--- src/rtl/fifo18_stream_reader.sv ---
// fifo18_stream_reader
//   Read-side drain engine for the 36-bit FIFO18 wrapper. It issues RDEN
//   against a credit that counts buffered and in-flight words, realigns
//   returning data with a RD_LAT-deep valid pipe, and checks the per-byte
//   parity written alongside each word. Words leave on a valid/ready stream
//   through a small circular output buffer.
//
// Ports
//   clk, rst           : FIFO RDCLK domain, synchronous active-high reset
//   en                 : drain enable (in-flight reads always complete)
//   fifo_empty         : FIFO EMPTY flag
//   fifo_rden          : FIFO RDEN
//   fifo_dout/fifo_dop : FIFO DO / DOP, valid RD_LAT cycles after RDEN
//   m_data/m_perr      : stream word and per-byte parity mismatch flags
//   m_valid/m_ready    : stream handshake
//   perr_sticky        : set by any errored word, cleared by perr_clr
//   perr_clr           : clears perr_sticky and err_cnt
//   word_cnt           : words delivered (wraps)
//   err_cnt            : errored words delivered (saturates)
module fifo18_stream_reader #(
    parameter int unsigned RD_LAT     = 2,
    parameter int unsigned OBUF_DEPTH = 4,
    parameter int unsigned ERR_CNT_W  = 16
) (
    input  logic                 clk,
    input  logic                 rst,
    input  logic                 en,
    input  logic                 fifo_empty,
    output logic                 fifo_rden,
    input  logic [31:0]          fifo_dout,
    input  logic [3:0]           fifo_dop,
    output logic [31:0]          m_data,
    output logic [3:0]           m_perr,
    output logic                 m_valid,
    input  logic                 m_ready,
    output logic                 perr_sticky,
    input  logic                 perr_clr,
    output logic [31:0]          word_cnt,
    output logic [ERR_CNT_W-1:0] err_cnt
);

    localparam int unsigned PTR_W = (OBUF_DEPTH > 1) ? $clog2(OBUF_DEPTH) : 1;
    localparam int unsigned OCC_W = PTR_W + 1;
    localparam int unsigned SUM_W = OCC_W + 2;

    logic [RD_LAT-1:0] vpipe;
    logic [OCC_W-1:0]  occ;
    logic [PTR_W-1:0]  wr_ptr;
    logic [PTR_W-1:0]  rd_ptr;
    logic [31:0]       mem_data [OBUF_DEPTH];
    logic [3:0]        mem_perr [OBUF_DEPTH];

    logic [SUM_W-1:0]  inflight;
    logic [SUM_W-1:0]  credit_sum;
    logic [3:0]        perr_in;
    logic              push;
    logic              pop;

    // Number of reads issued whose data has not yet reached the buffer.
    always_comb begin
        inflight = '0;
        for (int unsigned k = 0; k < RD_LAT; k++) begin
            inflight = inflight + SUM_W'(vpipe[k]);
        end
    end

    assign credit_sum = SUM_W'(occ) + inflight;

    // Reads are held off during reset: the valid pipe is cleared on that
    // edge, so a word fetched then would be lost from the FIFO.
    assign fifo_rden = ~rst & en & ~fifo_empty & (credit_sum < SUM_W'(OBUF_DEPTH));

    // Write side packs DIP as {P(byte0), P(byte1), P(byte2), P(byte3)},
    // so byte i is checked against dop[3-i].
    always_comb begin
        perr_in = '0;
        for (int unsigned i = 0; i < 4; i++) begin
            perr_in[i] = (^fifo_dout[8*i +: 8]) ^ fifo_dop[3-i];
        end
    end

    assign push    = vpipe[RD_LAT-1];
    assign m_valid = (occ != '0);
    assign pop     = m_valid & m_ready;
    assign m_data  = mem_data[rd_ptr];
    assign m_perr  = mem_perr[rd_ptr];

    always_ff @(posedge clk) begin
        if (rst) begin
            vpipe       <= '0;
            occ         <= '0;
            wr_ptr      <= '0;
            rd_ptr      <= '0;
            word_cnt    <= '0;
            err_cnt     <= '0;
            perr_sticky <= 1'b0;
            for (int unsigned e = 0; e < OBUF_DEPTH; e++) begin
                mem_data[e] <= '0;
                mem_perr[e] <= '0;
            end
        end else begin
            vpipe[0] <= fifo_rden;
            for (int unsigned k = 1; k < RD_LAT; k++) begin
                vpipe[k] <= vpipe[k-1];
            end

            // Credit check guarantees a free slot whenever push is high.
            if (push) begin
                mem_data[wr_ptr] <= fifo_dout;
                mem_perr[wr_ptr] <= perr_in;
                wr_ptr           <= wr_ptr + PTR_W'(1);
            end

            if (pop) begin
                rd_ptr   <= rd_ptr + PTR_W'(1);
                word_cnt <= word_cnt + 32'd1;
            end

            occ <= occ + OCC_W'(push) - OCC_W'(pop);

            // An errored pop takes priority over a coincident clear.
            if (pop && (|m_perr)) begin
                perr_sticky <= 1'b1;
                if (perr_clr) begin
                    err_cnt <= ERR_CNT_W'(1);
                end else if (err_cnt != '1) begin
                    err_cnt <= err_cnt + ERR_CNT_W'(1);
                end
            end else if (perr_clr) begin
                perr_sticky <= 1'b0;
                err_cnt     <= '0;
            end
        end
    end

endmodule

--- config.mk ---
export PLATFORM = sky130hd
export DESIGN_NAME = fifo18_stream_reader
export DESIGN_NICKNAME = d
export VERILOG_FILES = /design/src/rtl/fifo18_stream_reader.sv
export SDC_FILE = /design/constraint.sdc
export NUM_CORES = 1
export LEC_CHECK = 0
export CORE_ASPECT_RATIO = 1.4
export CORE_MARGIN = 1.5
export CORE_UTILIZATION = 59
export DETAILED_ROUTE_END_ITERATION = 10
export GPL_TIMING_DRIVEN = 0
export PLACE_DENSITY = 0.85
export SKIP_LAST_GASP = 1
export SLEW_MARGIN = 10
export SYNTH_ARGS = -nofsm -noshare
export SYNTH_HDL_FRONTEND = slang
export SYNTH_SLANG_ARGS = --single-unit
--- constraint.sdc ---
create_clock -name clk -period 8.4 [get_ports clk]
set_clock_uncertainty 0.2 [all_clocks]
set_input_delay 1.68 -clock clk [delete_from_list [all_inputs] [get_ports clk]]
set_output_delay 1.68 -clock clk [all_outputs]
set_load 0.02 [all_outputs]
==> results.toml <==
[logic_synthesis]
syn_inst = 717
netlist_area_um2 = 9230
synth_edf_count = 144
synth_area_leaders = "edfxtp_1 (47%), dfxtp_1 (13%), and2_1 (8.8%)"
synthesis.nets = 766
yosys_warnings = 0
seq_area_frac_synth_pct = 59.9
synth-seq-cells = 204
synthDistinctLibCells = 46
syn_area_per_cell_um2 = 12.9
async_flop_share_pct = 0
synth.largest_area_cell = "edfxtp_1"
synthFlopType = "edfxtp_1"
synth_top_area_share_pct = 46.8

[detailed_routing]
routedWlPerCell_um = 19.8
wirelength_mm = 21.2
ant_nets = 0
drt_drc_violations_left = 0
drt_iter0_markers = 356
via_per_inst = 5.81
firstDrtPassIters = 5
vias = 6229

[timing]
finalCriticalPeriod_ns = 4.90
rsz0062_at_grt = "no"
fin_crit_sh_pct = 58.3
finalSetupViolations = 0
tns_ns = 0
relSlewSlack_pct = 26.2
finalHoldViolations = 0
worst_slew_pin_slew_ns = 1.11
max_clock_freq_mhz = 204
drv_slew = 0

[finish]
n_antenna_cell = 0
drive_gt1_share_pct = 9.31
nets = 917
final_cell_mix = "edfxtp_1 (144), and2_1 (130), clkdlybuf4s50_1 (127), nor2_1 (69), xnor2_1 (61)"
finish.utilization_pct = 75.5
mostFrequentLayoutCell = "edfxtp_1"
synthToLayoutAreaGrowth_pct = 24.3

[placement]
numPortBuffers = 127
hpwl_mm = 14.0
gp_congestion = 0.841

[hold_path]
hold_end = "word_cnt[31]"
hold_depth = 2
min-delay-start = "word_cnt[31]"
hold_path.class = "reg -> reg"

[critical_path]
reg2reg_slack_ns = 5.38
endpoint_kind = "output port"
worstReg2RegEnd = "occ[2]"
cp-start-kind = "input pin"
worstPathArrival_ns = 3.02
rr_startpoint = "occ[0]"
crit_fanout = 2
rr_worst_depth = 11
cp_data_required_time_ns = 6.52
path_class = "in -> out"

[floorplan]
die_h_um = 151
rows = 53
fp.dieW_um = 109
coreArea_um2 = 15200
start_util_pct = 60.8
dieArea_um2 = 16400
io_pins = 129

[job]
maxCapViolations = 0

[grt]
antenna_found_initial = 0
grt_first_pass_wirelength_mm = 33.1
grt_max_degree = 37
grt_pass1_vias = 6572
overflow = 0
grtUsageTotal_pct = 26.7

[power_and_ir_drop]
peakVddDrop_mv = 0.220
p_leak_nw = 3.97
p_per_area_nw_per_um2 = 234

[clocking]
cts-root-buf = "clkbuf_16"
hold_buffers = 0
clk_pin_slew_ns = 0.06
cts_max_level = 1
postCtsSetupRepairBufs = 0
numCtsBuffers = 19
tritoncts = "done"
cts_sinks = 204
clkLatencyLatePin_ns = 0.49
ctsResizeCount = 0
cts_max_path_buffers = 3

[outcome]
status = "completed"
## cell families (layout without fill, tap and decap cells)
| kind of cell | Yosys count | after routing | synth area share (%) |
|---|---|---|---|
| adder cells (fa/ha/maj) | 7 | 7 | 1.03 |
| multiplexers | 36 | 36 | 8.78 |
| buffers and inverters | 52 | 216 | 2.21 |
| AO/OA/AOI/OAI | 27 | 27 | 1.87 |
| flip-flops | 204 | 204 | 59.9 |
| AND/OR/NAND/NOR | 320 | 320 | 19.4 |
| XOR/XNOR | 71 | 71 | 6.89 |
## area by class of cell
cell class | count | area, µm²
plain buffers | 38 | 151
clock buffers | 26 | 554
clock inverters | 8 | 92.6
fillers | 960 | 3710
inverters | 14 | 52.6
multi-input cells | 461 | 3510
flip-flops and latches | 204 | 5530
well taps | 192 | 240
repair buffers | 130 | 1350
## power by group
| part | internal, mW | leakage, nW | switching [mW] | total, mW |
|---|---|---|---|---|
| clock | 0.526 | 0.312 | 0.363 | 0.889 |
| sequential | 1.12 | 1.97 | 0.0249 | 1.15 |
| combinational | 0.312 | 1.68 | 0.338 | 0.650 |
| total | 1.96 | 3.97 | 0.725 | 2.69 |
## worst max-delay path by stage
stage	endpoint	from	slack, ns	cells after the start
after floorplan	fifo_rden	rst	4.32	3
after global placement	fifo_rden	fifo_empty	3.56	4
after detailed placement	fifo_rden	fifo_empty	3.53	4
after CTS	fifo_rden	fifo_empty	3.52	4
after global routing	fifo_rden	fifo_empty	3.42	4
final	fifo_rden	fifo_empty	3.50	4
## state kept, by name, indices dropped and copies added (netlist names), named ones only
register	flops
err_cnt	16
perr_sticky	1
wr_ptr	2
word_cnt	32
mem_perr	16
vpipe	2
occ	3
mem_data	128
rd_ptr	2
## critical path, stage by stage
cell and delay [ns]:
clkdlybuf4s50_1 0.44, nor2_1 0.12, and3_1 0.18, clkdlybuf4s50_1 0.60
## layer usage
layer / up-vias / global-route usage [%] / share of wire (%) / routed length (µm)
met1: 3073 / 28.7 / 36 / 7540
met2: 248 / 49.5 / 55 / 11700
met5: - / 0 / 0 / 0
met4: 0 / 12.6 / 3.7 / 791
li1: 2853 / - / - / -
met3: 55 / 5.16 / 5.5 / 1170
## synth_stat cells, drive strengths merged (2+ instances only)
| master | count |
|---|---|
| a21oi | 11 |
| nand2b | 6 |
| and3 | 5 |
| inv | 14 |
| ha | 6 |
| nand2 | 25 |
| nand3 | 16 |
| or4b | 2 |
| nor2 | 69 |
| xnor2 | 61 |
| buf | 8 |
| a31o | 3 |
| mux4 | 36 |
| nor3 | 17 |
| nor4b | 2 |
| dfxtp | 60 |
| o21ai | 5 |
| and4 | 5 |
| clkbuf | 30 |
| xor2 | 9 |
| nor2b | 6 |
| nand4 | 10 |
| nor4 | 14 |
| and2 | 130 |
| or3 | 6 |
| nor3b | 3 |
| edfxtp | 144 |
| or2 | 3 |
## metrics by stage
stage,area [µm²],total power [mW],cells,hold slack [ns],setup slack [ns]
6_report,11500,2.69,1073,0.282,3.50
4_1_cts,11500,2.70,1073,0.286,3.52
3_3_place_gp,10700,1.79,1036,0.264,3.56
2_1_floorplan,9230,1.56,717,0.245,4.32
5_1_grt,11500,2.78,1073,0.300,3.42
3_5_place_dp,10800,1.82,1039,0.273,3.53
No activity file was read; power rests on OpenSTA's default activity.
==> patch: new RTL, same flow settings <==
`OBUF_DEPTH`: 4 -> 16.
--- a/src/rtl/fifo18_stream_reader.sv
+++ b/src/rtl/fifo18_stream_reader.sv
@@ -20,5 +20,5 @@
 module fifo18_stream_reader #(
     parameter int unsigned RD_LAT     = 2,
-    parameter int unsigned OBUF_DEPTH = 4,
+    parameter int unsigned OBUF_DEPTH = 16,
     parameter int unsigned ERR_CNT_W  = 16
 ) (
Function: changed (Yosys sat finds a counterexample within 10 cycles, from zero or initial values and one cycle with rst high).
==> patch against the original RTL <==
Sequential cell count rose by 440; die area rose to 3.1 times the old value; design area rose to 2.9 times the old value; routed wire length rose to 4.1 times the old value; first-iteration DRC count rose to 8.8 times the old value; register-to-register slack got worse by 1200 ps; global-route usage rose by 8.2 points; synthesized area rose to 3.2 times the old value; setup slack got worse by 1700 ps; total power rose to 3.0 times the old value; critical path depth rose by 2; largest power group unchanged; core utilization fell by 7.0 points; via count rose to 3.3 times the old value.
==> patch: results (changes against the original RTL) <==
status: "complete, no violations"
nFillCells: 3071  # +220%
final_nets: 2237  # +140%
grt_pass1_wl_um: 129000  # +290%
crit_fanout: 10  # +8
use_met3: 0.0859  # +0.0342
gr-usage-met1: 0.398  # +0.111
grt_use_met2: 0.574  # +0.0796
synth-edff-count: 576  # +300%
worstRegToRegCells: 7  # -4
irDropWorstVdd_mv: 0.188  # -15%
worstMarginPinSlew_ps: 1320  # +215 ps
hpwl_um: 58000  # +320%
routed_wl_um: 87800  # +310%
holdPathStages: 1  # -1
h-tree-depth: 2  # +1
pre_cts_ws_ps: 2540  # -988 ps
synth_area_leaders: "edfxtp_1, mux4_2, and3_1"
grt_start_max_net_pins: 26  # -30%
grt_pass1_vias: 21147  # +220%
ys_types: 52  # +13%
routed-via-count: 20364  # +230%
gp_congestion: 0.889  # +5.7%
top_regs: "mem_data x512, mem_perr x64, word_cnt x32"
grt.total_usage: 0.349  # +0.0824
synth_commonest_cells: "edfxtp_1, and3_1, clkbuf_1"
cts_buffers: 57  # +38
drive_above_1_share: 0.136  # +0.0432
## patch: cell count changes in the layout (fill, tap and decap cells not counted), sizes merged, moves of 15 or more
cell    delta
mux4     +133
buf       +27
clkbuf   +214
xnor2     -19
mux2i     +15
xor2      +21
and2     -126
edfxtp   +432
nand2     +18
and3     +512
nor2      +52
## patch: final cells by class
| cell class | instances | share of cell area |
|---|---|---|
| Antenna cell | 1 | 0.0000745 |
| Tap cell | 637 | 0.0237 |
| Sequential cell | 644 | 0.555 |
| Multi-Input combinational cell | 1115 | 0.291 |
| Clock buffer | 85 | 0.0502 |
| Clock inverter | 19 | 0.00532 |
| Inverter | 10 | 0.00112 |
| Buffer | 207 | 0.0245 |
| Timing Repair Buffer | 143 | 0.0487 |
## patch: final timing paths
check             from              to  slack [ps]
min reg2reg   vpipe[0]        vpipe[1]         280
max reg2reg   vpipe[1]  mem_perr[0][2]        4210
min           vpipe[0]        vpipe[1]         280
max          flip-flop       m_data[2]        1840
## patch: power breakdown
part           leakage [nW]  switching [mW]  internal [mW]
clock network         0.917            1.18           1.48
logic                  5.93            1.01          0.809
registers              6.50          0.0581           3.60
## patch: worst max-delay path: stages, from the launching register on
cell and delay, ps:
dfxtp_1 430, buf_1 490, clkbuf_1 760, clkbuf_1 820, mux4_2 440, mux4_2 540
clkdlybuf4s50_1 570
## patch: cells by family (layout without fill, tap and decap cells)
| group | Yosys count | count (layout) | share of synthesized area |
|---|---|---|---|
| adder cells (fa/ha/maj) | 17 | 17 | 0.00753 |
| AO/OA/AOI/OAI | 61 | 61 | 0.0139 |
| other | 0 | 1 | 0 |
| AND/OR/NAND/NOR | 781 | 781 | 0.154 |
| multiplexers | 184 | 184 | 0.136 |
| buffers and inverters | 217 | 464 | 0.0294 |
| XOR/XNOR | 72 | 72 | 0.0216 |
| flip-flops | 644 | 644 | 0.638 |
## patch: routing by layer
layer | share of wire | wire length, um
met1 | 0.29 | 25900
met2 | 0.49 | 43100
met3 | 0.13 | 11500
met4 | 0.084 | 7410
met5 | 0.00013 | 11
## patch: metrics by stage
step | instance area [um2] | cells
after floorplan | 29300 | 1976
after global placement | 31300 | 2740
after detailed placement | 31700 | 2756
after CTS | 33600 | 2860
after global routing | 33600 | 2860
final | 33600 | 2861
